===== src/rtl/uart_tx_arbiter.sv =====
// uart_tx_arbiter: packet-granular round-robin sharing of one UART transmitter between two byte streams.
// Optional stalled-lock release is compiled in by defining UART_TX_ARB_TIMEOUT_EN.
module uart_tx_arbiter #(
  parameter int TIMEOUT_CYCLES = 1024,
  parameter int TIMEOUT_W      = 10
) (
  input  logic       clk,
  input  logic       rst_n,
  input  logic [7:0] req0_data_i,
  input  logic       req0_valid_i,
  input  logic       req0_last_i,
  output logic       req0_ready_o,
  input  logic [7:0] req1_data_i,
  input  logic       req1_valid_i,
  input  logic       req1_last_i,
  output logic       req1_ready_o,
  output logic [7:0] data_in_o,
  output logic       data_in_valid_o,
  input  logic       data_in_ready_i,
  output logic [1:0] grant_o,
  output logic       busy_o,
  output logic       timeout_event_o
);

  typedef enum logic [1:0] {
    ST_IDLE  = 2'd0,
    ST_LOCK0 = 2'd1,
    ST_LOCK1 = 2'd2
  } state_e;

  if ((2 ** TIMEOUT_W) < TIMEOUT_CYCLES) begin : g_cfg_check
    $error("uart_tx_arbiter: TIMEOUT_W too narrow for TIMEOUT_CYCLES");
  end

  state_e     state_q;
  logic       last_owner_q;
  logic [7:0] data_q;
  logic       valid_q;
  logic [1:0] grant_q;

  logic       sel0;
  logic       sel1;
  logic       out_free;
  logic       acc0;
  logic       acc1;
  logic       acc_any;
  logic       acc_last_d;
  logic [7:0] acc_data_d;
  logic       stall_expire;

  // NOTE: in IDLE a requester's selection looks only at the *other* requester's valid,
  // so Ready never has a combinational path from its own Valid.
  always_comb begin
    sel0 = 1'b0;
    sel1 = 1'b0;
    unique case (state_q)
      ST_IDLE: begin
        sel0 = !req1_valid_i | last_owner_q;
        sel1 = !req0_valid_i | !last_owner_q;
      end
      ST_LOCK0: sel0 = 1'b1;
      ST_LOCK1: sel1 = 1'b1;
      default: begin
        sel0 = 1'b0;
        sel1 = 1'b0;
      end
    endcase
  end

  assign out_free     = !valid_q | data_in_ready_i;
  assign acc0         = sel0 & req0_valid_i & out_free;
  assign acc1         = sel1 & req1_valid_i & out_free;
  assign acc_any      = acc0 | acc1;
  assign acc_last_d   = acc1 ? req1_last_i : req0_last_i;
  assign acc_data_d   = acc1 ? req1_data_i : req0_data_i;

  assign req0_ready_o = sel0 & out_free;
  assign req1_ready_o = sel1 & out_free;

`ifdef UART_TX_ARB_TIMEOUT_EN
  logic [TIMEOUT_W-1:0] idle_cnt_q;
  logic                 timeout_q;
  logic                 locked;
  logic                 owner_valid;

  assign locked       = (state_q != ST_IDLE);
  assign owner_valid  = (state_q == ST_LOCK1) ? req1_valid_i : req0_valid_i;
  assign stall_expire = locked & !owner_valid &
                        (idle_cnt_q == TIMEOUT_W'(TIMEOUT_CYCLES - 1));

  // An accept always coincides with owner_valid, so that term also covers "clear on accept".
  always_ff @(posedge clk or negedge rst_n) begin
    if (!rst_n) begin
      idle_cnt_q <= '0;
      timeout_q  <= 1'b0;
    end else begin
      timeout_q <= stall_expire;
      if (!locked || owner_valid || stall_expire) begin
        idle_cnt_q <= '0;
      end else begin
        idle_cnt_q <= idle_cnt_q + TIMEOUT_W'(1);
      end
    end
  end

  assign timeout_event_o = timeout_q;
`else
  assign stall_expire    = 1'b0;
  assign timeout_event_o = 1'b0;
`endif

  // NOTE: all state below uses non-blocking assignments so every register samples pre-edge values.
  always_ff @(posedge clk or negedge rst_n) begin
    if (!rst_n) begin
      state_q      <= ST_IDLE;
      last_owner_q <= 1'b1;
      data_q       <= 8'h00;
      valid_q      <= 1'b0;
      grant_q      <= 2'b00;
    end else begin
      if (acc_any) begin
        data_q  <= acc_data_d;
        valid_q <= 1'b1;
        grant_q <= {acc1, acc0};
      end else if (data_in_ready_i) begin
        valid_q <= 1'b0;
      end

      unique case (state_q)
        ST_IDLE: begin
          if (acc_any) begin
            if (acc_last_d) begin
              last_owner_q <= acc1;
            end else begin
              state_q <= acc1 ? ST_LOCK1 : ST_LOCK0;
            end
          end
        end
        ST_LOCK0, ST_LOCK1: begin
          if (acc_any && acc_last_d) begin
            state_q      <= ST_IDLE;
            last_owner_q <= acc1;
          end else if (stall_expire) begin
            state_q      <= ST_IDLE;
            last_owner_q <= (state_q == ST_LOCK1);
          end
        end
        default: state_q <= ST_IDLE;
      endcase
    end
  end

  assign data_in_o       = data_q;
  assign data_in_valid_o = valid_q;
  assign grant_o         = grant_q;
  assign busy_o          = (state_q != ST_IDLE) | valid_q;

endmodule

===== config.mk =====
export PLATFORM = sky130hd
export DESIGN_NAME = uart_tx_arbiter
export DESIGN_NICKNAME = d
export VERILOG_FILES = /design/src/rtl/uart_tx_arbiter.sv
export SDC_FILE = /design/constraint.sdc
export NUM_CORES = 1
export LEC_CHECK = 0
export BUFFER_PORTS_ARGS = -buffer_cell sky130_fd_sc_hd__buf_2
export CELL_PAD_IN_SITES_DETAIL_PLACEMENT = 1
export CELL_PAD_IN_SITES_GLOBAL_PLACEMENT = 2
export CORE_MARGIN = 10
export CORE_UTILIZATION = 28
export CTS_BUF_LIST = sky130_fd_sc_hd__clkbuf_4 sky130_fd_sc_hd__clkbuf_8
export CTS_CLUSTER_DIAMETER = 80
export DETAILED_ROUTE_END_ITERATION = 12
export GPL_TIMING_DRIVEN = 0
export PLACE_DENSITY_LB_ADDON = 0.1
export SLEW_MARGIN = 30
export SYNTH_ARGS = -nofsm -noshare
export SYNTH_HDL_FRONTEND = slang
export SYNTH_SLANG_ARGS = --single-unit
export TNS_END_PERCENT = 30

===== constraint.sdc =====
create_clock -name clk -period 2.6 [get_ports clk]
set_input_delay 0.26 -clock clk [delete_from_list [all_inputs] [get_ports clk]]
set_output_delay 0.26 -clock clk [all_outputs]
set_load 0.01 [all_outputs]

==> flow_metrics.py, run 1 <==
metrics = {
    "floorplan": {
        "die_y_um": 75.2,
        "start_util": 0.302,
        "coreArea_sq_um": 2830,
        "io_pins": 38,
        "dieWidth_um": 75.2,
        "dieArea_sq_um": 5660,
        "rows": 19,
    },
    "critical_path": {
        "timing.critical_path.from_type": "register",
        "cpMaxStageDelayCell": "nor4_4",
        "r2r-start": "state_q[1]",
        "crit_arrival_ns": 2.22,
        "criticalPathCategory": "register to register",
        "worstPathRequired_ns": 2.75,
        "max_stage_delay_ns": 0.55,
        "path_max_fanout": 9,
        "cp-end-kind": "register",
        "startpoint": "state_q[1]",
        "crit_chain": "inv_1 -> ha_1 -> buf_4 -> nor2_2 -> nor4_4 -> nand2_2 -> o22ai_1 -> a31oi_1",
    },
    "global_routing": {
        "track_usage": 0.103,
        "antenna_found_initial": 0,
        "grt_pass1_vias": 954,
        "grt_pass1_wl_um": 4550,
        "grt_max_degree": 15,
        "grt_overflow": 0,
    },
    "timing": {
        "finalHoldViolCount": 0,
        "fin_skew_ns": 0.000430,
        "finalSetupTns_ns": 0,
        "fin_crit_ns": 2.07,
        "period_share": 0.795,
        "slew_viol_final": 0,
        "rsz0062_at_grt": "false",
        "setup_viol": 0,
        "tightest_slew_ns": 0.626,
        "relSlewSlack": 0.580,
        "setup_ws_ns": 0.534,
        "max_freq_ghz": 0.484,
    },
    "synthesis": {
        "ys.warnings.count": 0,
        "netlist.top_cell.by_area": "dfrtp_1",
        "ys_top_cells_by_area": "dfrtp_1, nand2_1, a31oi_1, ha_1, nor2_1",
        "yosys-mux-area-fraction": 0,
        "yosys.area_share.simple": 0.290,
        "synth_xor_area_frac": 0,
        "yosysSeqAreaShare": 0.411,
        "netlist.area_leader.share": 0.381,
        "syn_nets": 128,
        "synth_top_family_by_area": "simple AND/OR/NAND/NOR gates",
        "synth_cell_type_count": 30,
        "netlist_area_sq_um": 855,
        "synth_compound_area_frac": 0.180,
        "synth_fa_ha_area_frac": 0.0586,
        "synth-seq-cells": 14,
        "synthCells": 101,
        "avgSynthCellArea_sq_um": 8.46,
    },
    "place": {
        "gp_congestion": 0.787,
        "place_inst": 168,
        "dp_hpwl_um": 2190,
        "place_ws_ns": 0.517,
        "port_buffers": 36,
    },
    "status": {
        "status": "finished, final reports clean",
    },
    "route": {
        "antenna_left": 0,
        "vias": 858,
        "vias_per_cell": 4.96,
        "drt-initial-drc-count": 20,
        "drt_wl_total_um": 2680,
        "wl_per_cell_um": 15.5,
        "drcViolationCount": 0,
        "first_pass_iters": 3,
    },
    "cts": {
        "cts_tree": "yes",
        "cts_sinks": 14,
        "post_cts_buffers": 0,
        "worstSkewPairLatency_ns": 0.27,
        "cts-root-buf": "clkbuf_4",
        "cts_made_buffers": 3,
        "h-tree-depth": 1,
        "clockBufferDepth": 2,
        "clk_pin_slew_ns": 0.08,
    },
    "worst_hold_path": {
        "min_path_type": "input port to register",
        "min_from": "req0_data_i[3]",
    },
    "cells_and_area": {
        "diodes": 0,
        "nNetsFinal": 170,
        "drive_above_1_share": 0.380,
        "stdcell_count": 173,
        "area_growth_pct": 31.0,
        "nFillCells": 372,
    },
    "power_and_ir_drop": {
        "power.density_nw_per_um2": 1200,
        "ir_drop_uv": 423,
        "p_leak_nw": 0.550,
    },
    "flow_run": {
        "cap_violations": 0,
    },
}
==> layer usage <==
metal | global-route usage | up-vias | wire (um)
met1 | 0.125 | 404 | 1200
met3 | 0.0381 | 2 | 193
met5 | 0 | - | 0
met2 | 0.172 | 24 | 1280
li1 | - | 428 | -
met4 | 0.0186 | 0 | 12
==> cell usage in the layout (no fill, tap or decap), types with 2 or more instances in the layout <==
master and instances:
a31oi_1 12, buf_4 3, nor3_1 2, inv_1 3, a21oi_1 2, nand2_1 25
nand2b_1 2, ha_1 4, clkbuf_4 3, buf_2 38, dfrtp_1 13, nor2_1 13
nand3_1 2
==> cell families (layout without fill, tap and decap cells) <==
logic type	Yosys count	count (layout)
other cells	1	1
fa+ha+maj	4	4
buf+inv	9	50
compound gates	22	22
simple gates	51	51
flops	14	14
==> cells in the mapped netlist, drive strengths merged <==
master	count
o2111ai	1
nand3	2
o21ai	1
ha	4
nor2b	2
nand2	26
o211ai	1
a21oi	2
o22ai	1
nand2b	2
a31o	1
conb	1
a41oi	1
nor3b	1
o221ai	1
dfstp	1
a31oi	12
nor3	2
o41ai	1
nor4	1
buf	5
nor2	14
dfrtp	13
inv	4
and2	1
==> flip-flops by register name, indices dropped and copies added, names as in the netlist <==
| name | flops |
|---|---|
| data_in_o | 8 |
| grant_o | 2 |
| state_q | 2 |
| data_in_valid_o | 1 |
| last_owner_q | 1 |
==> worst max-delay path, delay by kind of cell (launching register included) <==
kind,cells,cell delay (ns)
AOI/OAI and AO/OA,2,0.31
adders and majority gates,1,0.16
buffers and inverters,2,0.28
DFF,1,0.41
and+or+nand+nor,3,0.78
==> per-stage QoR <==
step / total power [mW] / util / hold slack [ns] / cell area, sq um
CTS: 1.38 / 0.396 / 0.214 / 1120
finish: 1.35 / 0.396 / 0.225 / 1120
floorplan: 0.930 / - / -0.0356 / 855
detailed placement: 1.22 / 0.379 / 0.173 / 1070
global placement: 1.19 / 0.379 / 0.174 / 1070
global route: 1.51 / 0.396 / 0.231 / 1120
==> final cells by class <==
class                           instances  area (sq um)  share of cell area
Multi-Input combinational cell         78           455               0.407
Clock buffer                            4          36.3              0.0324
Timing Repair Buffer                   37           190               0.170
Buffer                                  5          32.5              0.0291
Tap cell                               31          38.8              0.0346
Sequential cell                        14           352               0.314
Inverter                                4          15.0              0.0134
==> worst paths after layout <==
kind / slack, ns / cells past startpoint / to
max: 0.53 / 8 / state_q[0]
min: 0.23 / 3 / data_in_o[3]
max reg2reg: 0.53 / 8 / state_q[0]
min reg2reg: 0.48 / 2 / grant_o[0]
max in group asynchronous: 1.91 / 2 / last_owner_q
min in group asynchronous: 0.40 / 2 / data_in_o[4]
==> where the power goes <==
part | leakage, nW | total (mW) | switching [mW] | internal (mW)
Sequential | 0.163 | 0.398 | 0.0644 | 0.334
Clock | 0.0210 | 0.154 | 0.0686 | 0.0851
Combinational | 0.366 | 0.794 | 0.474 | 0.320
Total | 0.550 | 1.35 | 0.607 | 0.739
==> what timing repair did <==
item,4_1_cts,5_1_grt
hold endpoints to repair,13,0
hold buffers,1,0
resized for setup,0,0
(Power assumes the default switching activity.)
==> run 2, diff against run 1 <==
CORE_UTILIZATION = 26   (was 28)
clock period = 2.1 ns   (was 2.6 ns; I/O delays follow)
==> run 2 against run 1 <==
  * Critical path depth shrank 3
  * Wire length shrank 2.3%
  * Register-to-register slack lost 0.27 ns
  * Sequential share of layout area shrank 1.1 points
  * Clock power up 25%
  * Non-clock buffer count increased by 2
  * Clock skew increased by 0.0028 ns
  * Global-route usage shrank 1.6 points
  * Via count up 0.70%
  * First-iteration DRC count rose by 85%
  * Setup slack lost 0.27 ns
  * Die area rose by 5.6%
  * Highest routed layer unchanged
==> flow_metrics.py, run 2 (synthesis results as in run 1) <==
metrics = {
    "critical_path": {
        "worstPathRequired_ns": 1.89,
        "crit_arrival_ns": 1.62,
        "crit_chain": "inv_1 -> ha_1 -> nor3b_2 -> nor3_1 -> buf_2",
        "criticalPathCategory": "register to primary output",
        "max_stage_delay_ns": 0.39,
        "timing.critical_path.from_type": "register",
        "r2r_cells": 8,
        "r2r_slack_ns": 0.27,
        "cp-end-kind": "primary output",
        "path_max_fanout": 4,
        "r2r-end": "state_q[1]",
        "cpMaxStageDelayCell": "dfrtp_1",
        "r2r-start": "state_q[1]",
    },
    "cts": {
        "worstSkewPairLatency_ns": 0.28,
        "cts_made_buffers": 3,
        "h-tree-depth": 1,
        "clk_pin_slew_ns": 0.09,
        "cts_tree": "yes",
        "cts_sinks": 14,
        "clockBufferDepth": 2,
        "cts-root-buf": "clkbuf_4",
    },
    "worst_hold_path": {
        "min_from": "req0_data_i[1]",
        "min_path_type": "input port to register",
        "worstHoldPathCells": 3,
        "hold_end": "data_in_o[1]",
    },
    "flow_run": {
        "cap_violations": 0,
    },
    "route": {
        "vias_per_cell": 4.60,
        "wl_per_cell_um": 13.9,
        "vias": 864,
        "drcViolationCount": 0,
        "antenna_left": 0,
        "drt_wl_total_um": 2620,
        "drt-initial-drc-count": 37,
        "first_pass_iters": 3,
    },
    "power_and_ir_drop": {
        "p_switching_uw": 752,
        "p_int_uw": 936,
        "p_leak_nw": 0.564,
        "p_comb_frac": 0.595,
        "switching_share": 0.446,
        "seqPwrFrac": 0.291,
        "power.density_nw_per_um2": 1460,
        "ir_drop_uv": 366,
        "p_clk_frac": 0.114,
    },
    "cells_and_area": {
        "final_cell_mix": "buf_2, nand2_1, nor2_1, dfrtp_1, a31oi_1",
        "area_growth_pct": 35.6,
        "final_cell_area_sq_um": 1160,
        "utilization": 0.373,
        "nNetsFinal": 172,
        "drive_above_1_share": 0.396,
        "final_common_cell": "buf_2",
        "largest_reg_flops": 8,
        "diodes": 0,
    },
    "place": {
        "place_ws_ns": 0.00330,
        "port_buffers": 36,
        "place_area_sq_um": 1090,
        "dp_hpwl_um": 2130,
        "gp_congestion": 0.802,
    },
    "timing": {
        "fin_crit_ns": 1.83,
        "fin_skew_ns": 0.00325,
        "finalSetupTns_ns": 0,
        "slew_viol_final": 0,
        "setup_ws_ns": 0.267,
        "setup_viol": 0,
        "max_freq_ghz": 0.546,
        "period_share": 0.873,
        "rsz0062_at_grt": "false",
        "finalHoldViolCount": 0,
        "hold_slack_ns": 0.173,
    },
    "global_routing": {
        "grt_overflow": 0,
        "grt_max_degree": 15,
        "antenna_found_initial": 0,
        "grt_pass1_vias": 924,
        "track_usage": 0.0870,
        "grt_pass1_wl_um": 4400,
    },
    "floorplan": {
        "rows": 20,
        "start_util": 0.275,
        "io_pins": 38,
        "die_y_um": 77.3,
        "coreArea_sq_um": 3100,
        "dieWidth_um": 77.3,
        "dieArea_sq_um": 5980,
    },
    "status": {
        "status": "finished, final reports clean",
    },
}
run 2: power by group through the flow:
stage / logic (mW) / registers (mW) / clock network, mW
after detailed placement: 0.995 / 0.499 / 0
after global routing: 1.13 / 0.516 / 0.215
after global placement: 0.987 / 0.497 / 0
final: 1.00 / 0.491 / 0.192
after floorplan: 0.606 / 0.544 / 0
after CTS: 1.02 / 0.493 / 0.202
run 2: repair_timing:
item                                    4_1_cts  5_1_grt
gates resized for setup                       0        1
endpoints found under the hold margin        13        0
endpoints found under the setup margin        2        2
hold buffers                                  1        0
pin swaps                                     1        0
setup buffers                                 2        0
run 2: how the worst max path moves through the flow:
stage                     from            to  slack (ns)  cells past startpoint
detailed placement  state_q[1]    state_q[1]       0.003                      8
global placement    state_q[1]    state_q[1]        0.01                      8
CTS                 state_q[1]    state_q[1]        0.05                      8
floorplan           state_q[1]  data_in_o[0]        0.38                      9
finish              state_q[1]  req0_ready_o        0.27                      5
global route        state_q[1]    state_q[0]         0.1                      7
run 2: critical path: cells and delay by family (launching register included):
kind	cells	cell delay, ns
fa+ha+maj	1	0.24
buf+inv	2	0.26
flops	1	0.39
simple gates	2	0.46
run 2: per-layer routing:
layer  part of all wire  track usage  wire (um)  vias to the layer above
li1                   -            -          -                      434
met5                  0            0          0                        -
met3              0.062       0.0357        162                        2
met4             0.0023      0.00547          6                        0
met2               0.46        0.144       1200                       22
met1               0.48        0.108       1250                      406
run 2: per-stage QoR:
| step | total power [mW] | instances |
|---|---|---|
| finish | 1.69 | 188 |
| global route | 1.87 | 188 |
| CTS | 1.71 | 188 |
| detailed placement | 1.49 | 181 |
| global placement | 1.48 | 181 |
| floorplan | 1.15 | 101 |
run 2: layout make-up:
| type | count | area (sq um) |
|---|---|---|
| Clock buffer | 4 | 36.3 |
| Inverter | 4 | 15.0 |
| Sequential cell | 14 | 352 |
| Buffer | 5 | 32.5 |
| Multi-Input combinational cell | 78 | 463 |
| Timing Repair Buffer | 39 | 205 |
| Fill cell | 420 | 1940 |
| Tap cell | 44 | 55.1 |
==> run 3, diff against run 2 <==
ABC_CLOCK_PERIOD_IN_PS = 1500   (was not set)
CORE_UTILIZATION = 24   (was 26)
clock period = 1.5 ns   (was 2.1 ns; I/O delays follow)
==> run 3 against run 2 <==
  * The run now ends with setup timing left
  * Clock skew up 0.0044 ns
  * Via count up 4.1%
  * First-iteration DRC count down 11%
  * Clock power up 28%
  * Flip-flop and latch count unchanged
  * Die area up 6.1%
  * Hold slack worse by 0.056 ns
  * Sequential share of layout area down 3.1 points
  * Setup slack worse by 0.48 ns
  * Wire length up 19%
  * Register-to-register slack worse by 0.48 ns
  * Largest power group unchanged
==> flow_metrics.py, run 3 (synthesis results as in run 1) <==
metrics = {
    "cts": {
        "cts_sinks": 14,
        "worstSkewPairLatency_ns": 0.28,
        "clockBufferDepth": 2,
        "h-tree-depth": 1,
        "cts_tree": "yes",
        "cts_made_buffers": 3,
        "cts-root-buf": "clkbuf_4",
        "clk_pin_slew_ns": 0.09,
    },
    "place": {
        "port_buffers": 36,
        "place_ws_ns": -0.492,
        "place_inst": 183,
        "place_area_sq_um": 1120,
        "gp_congestion": 0.846,
        "dp_hpwl_um": 2330,
    },
    "route": {
        "wl_per_cell_um": 16.1,
        "drcViolationCount": 0,
        "first_pass_iters": 4,
        "antenna_left": 0,
        "drt-initial-drc-count": 33,
        "drt_wl_total_um": 3110,
        "vias": 899,
        "vias_per_cell": 4.66,
    },
    "status": {
        "violations": "setup timing",
        "status": "complete, but fails checks",
    },
    "critical_path": {
        "max_stage_delay_ns": 0.45,
        "criticalPathCategory": "register to register",
        "crit_chain": "inv_2 -> ha_4 -> nor2_4 -> nor4_4 -> nand2_2 -> o221ai_2 -> o211ai_1",
        "path_max_fanout": 6,
        "worstPathRequired_ns": 1.66,
        "cpMaxStageDelayCell": "dfrtp_1",
        "cp-end-kind": "register",
        "crit_arrival_ns": 1.87,
        "timing.critical_path.from_type": "register",
    },
    "timing": {
        "fin_skew_ns": 0.00761,
        "period_share": 1.14,
        "setup_viol": 14,
        "fin_crit_ns": 1.71,
        "slew_viol_final": 0,
        "max_freq_ghz": 0.584,
        "setup_ws_ns": -0.211,
        "finalSetupTns_ns": -2.14,
        "rsz0062_at_grt": "true",
        "finalHoldViolCount": 0,
        "hold_slack_ns": 0.117,
    },
    "floorplan": {
        "io_pins": 38,
        "dieWidth_um": 79.7,
        "die_y_um": 79.7,
        "rows": 21,
        "start_util": 0.252,
        "dieArea_sq_um": 6350,
        "coreArea_sq_um": 3390,
    },
    "worst_hold_path": {
        "min_path_type": "input port to register",
    },
    "cells_and_area": {
        "area_growth_pct": 51.0,
        "utilization": 0.381,
        "final_common_cell": "buf_2",
        "largest_reg_flops": 8,
        "diodes": 0,
        "nNetsFinal": 175,
        "final_cell_mix": "buf_2, nand2_1, nor2_1, dfrtp_1, a31oi_1",
        "stdcell_count": 193,
        "final_cell_area_sq_um": 1290,
        "drive_above_1_share": 0.510,
    },
    "global_routing": {
        "grt_pass1_wl_um": 5250,
        "track_usage": 0.104,
        "grt_overflow": 0,
        "grt_pass1_vias": 1089,
        "grt_max_degree": 15,
        "antenna_found_initial": 0,
    },
    "power_and_ir_drop": {
        "power.density_nw_per_um2": 2100,
        "p_leak_nw": 0.600,
        "ir_drop_uv": 533,
        "total_power_mw": 2.71,
    },
    "flow_run": {
        "cap_violations": 0,
    },
}
[run 3: power breakdown]
part | switching, mW | total, mW | internal [mW]
Combinational | 0.973 | 1.76 | 0.788
Clock | 0.125 | 0.246 | 0.121
Sequential | 0.126 | 0.704 | 0.579
[run 3: cell type report]
class	instances	area, sq um
fill	431	2100
multi-input combinational	78	559
sequential	14	352
timing repair buffer	43	239
tap	46	57.6
buffer	4	37.5
clock buffer	4	30.0
inverter	4	15.0
[run 3: what timing repair did]
item / in CTS / in global routing
endpoints found under the hold margin: 13 / 0
setup endpoints to repair: 16 / 17
hold buffers: 1 / 0
setup buffers: 6 / 0
gates resized for setup: 15 / 6
pin swaps: 8 / 10
[run 3: worst max-delay path: cells and delay by family, from the launching register on]
| kind | cells | cell delay (ns) |
|---|---|---|
| and+or+nand+nor | 3 | 0.53 |
| DFF | 1 | 0.45 |
| buffers and inverters | 1 | 0.12 |
| AOI/OAI and AO/OA | 2 | 0.29 |
| adders and majority gates | 1 | 0.20 |
[run 3: per-layer routing]
| metal | share of wire | routed length, um | track usage | vias up |
|---|---|---|---|---|
| met2 | 0.51 | 1590 | 0.189 | 25 |
| met4 | 0.0064 | 20 | 0.0376 | 0 |
| li1 | - | - | - | 440 |
| met3 | 0.050 | 157 | 0.0259 | 2 |
| met1 | 0.43 | 1340 | 0.113 | 432 |
| met5 | 0 | 0 | 0 | - |
[run 3: worst paths after layout]
check | start | slack, ns | end | depth (start not counted)
worst min register to register | grant_o[0] | 0.47 | grant_o[0] | 2
worst max-delay path | state_q[0] | -0.21 | state_q[1] | 7
worst max register to register | state_q[0] | -0.21 | state_q[1] | 7
max in group asynchronous | rst_n | 0.88 | last_owner_q | 2
worst min-delay path | req0_data_i[7] | 0.12 | data_in_o[7] | 3
min in group asynchronous | rst_n | 0.31 | data_in_o[7] | 2
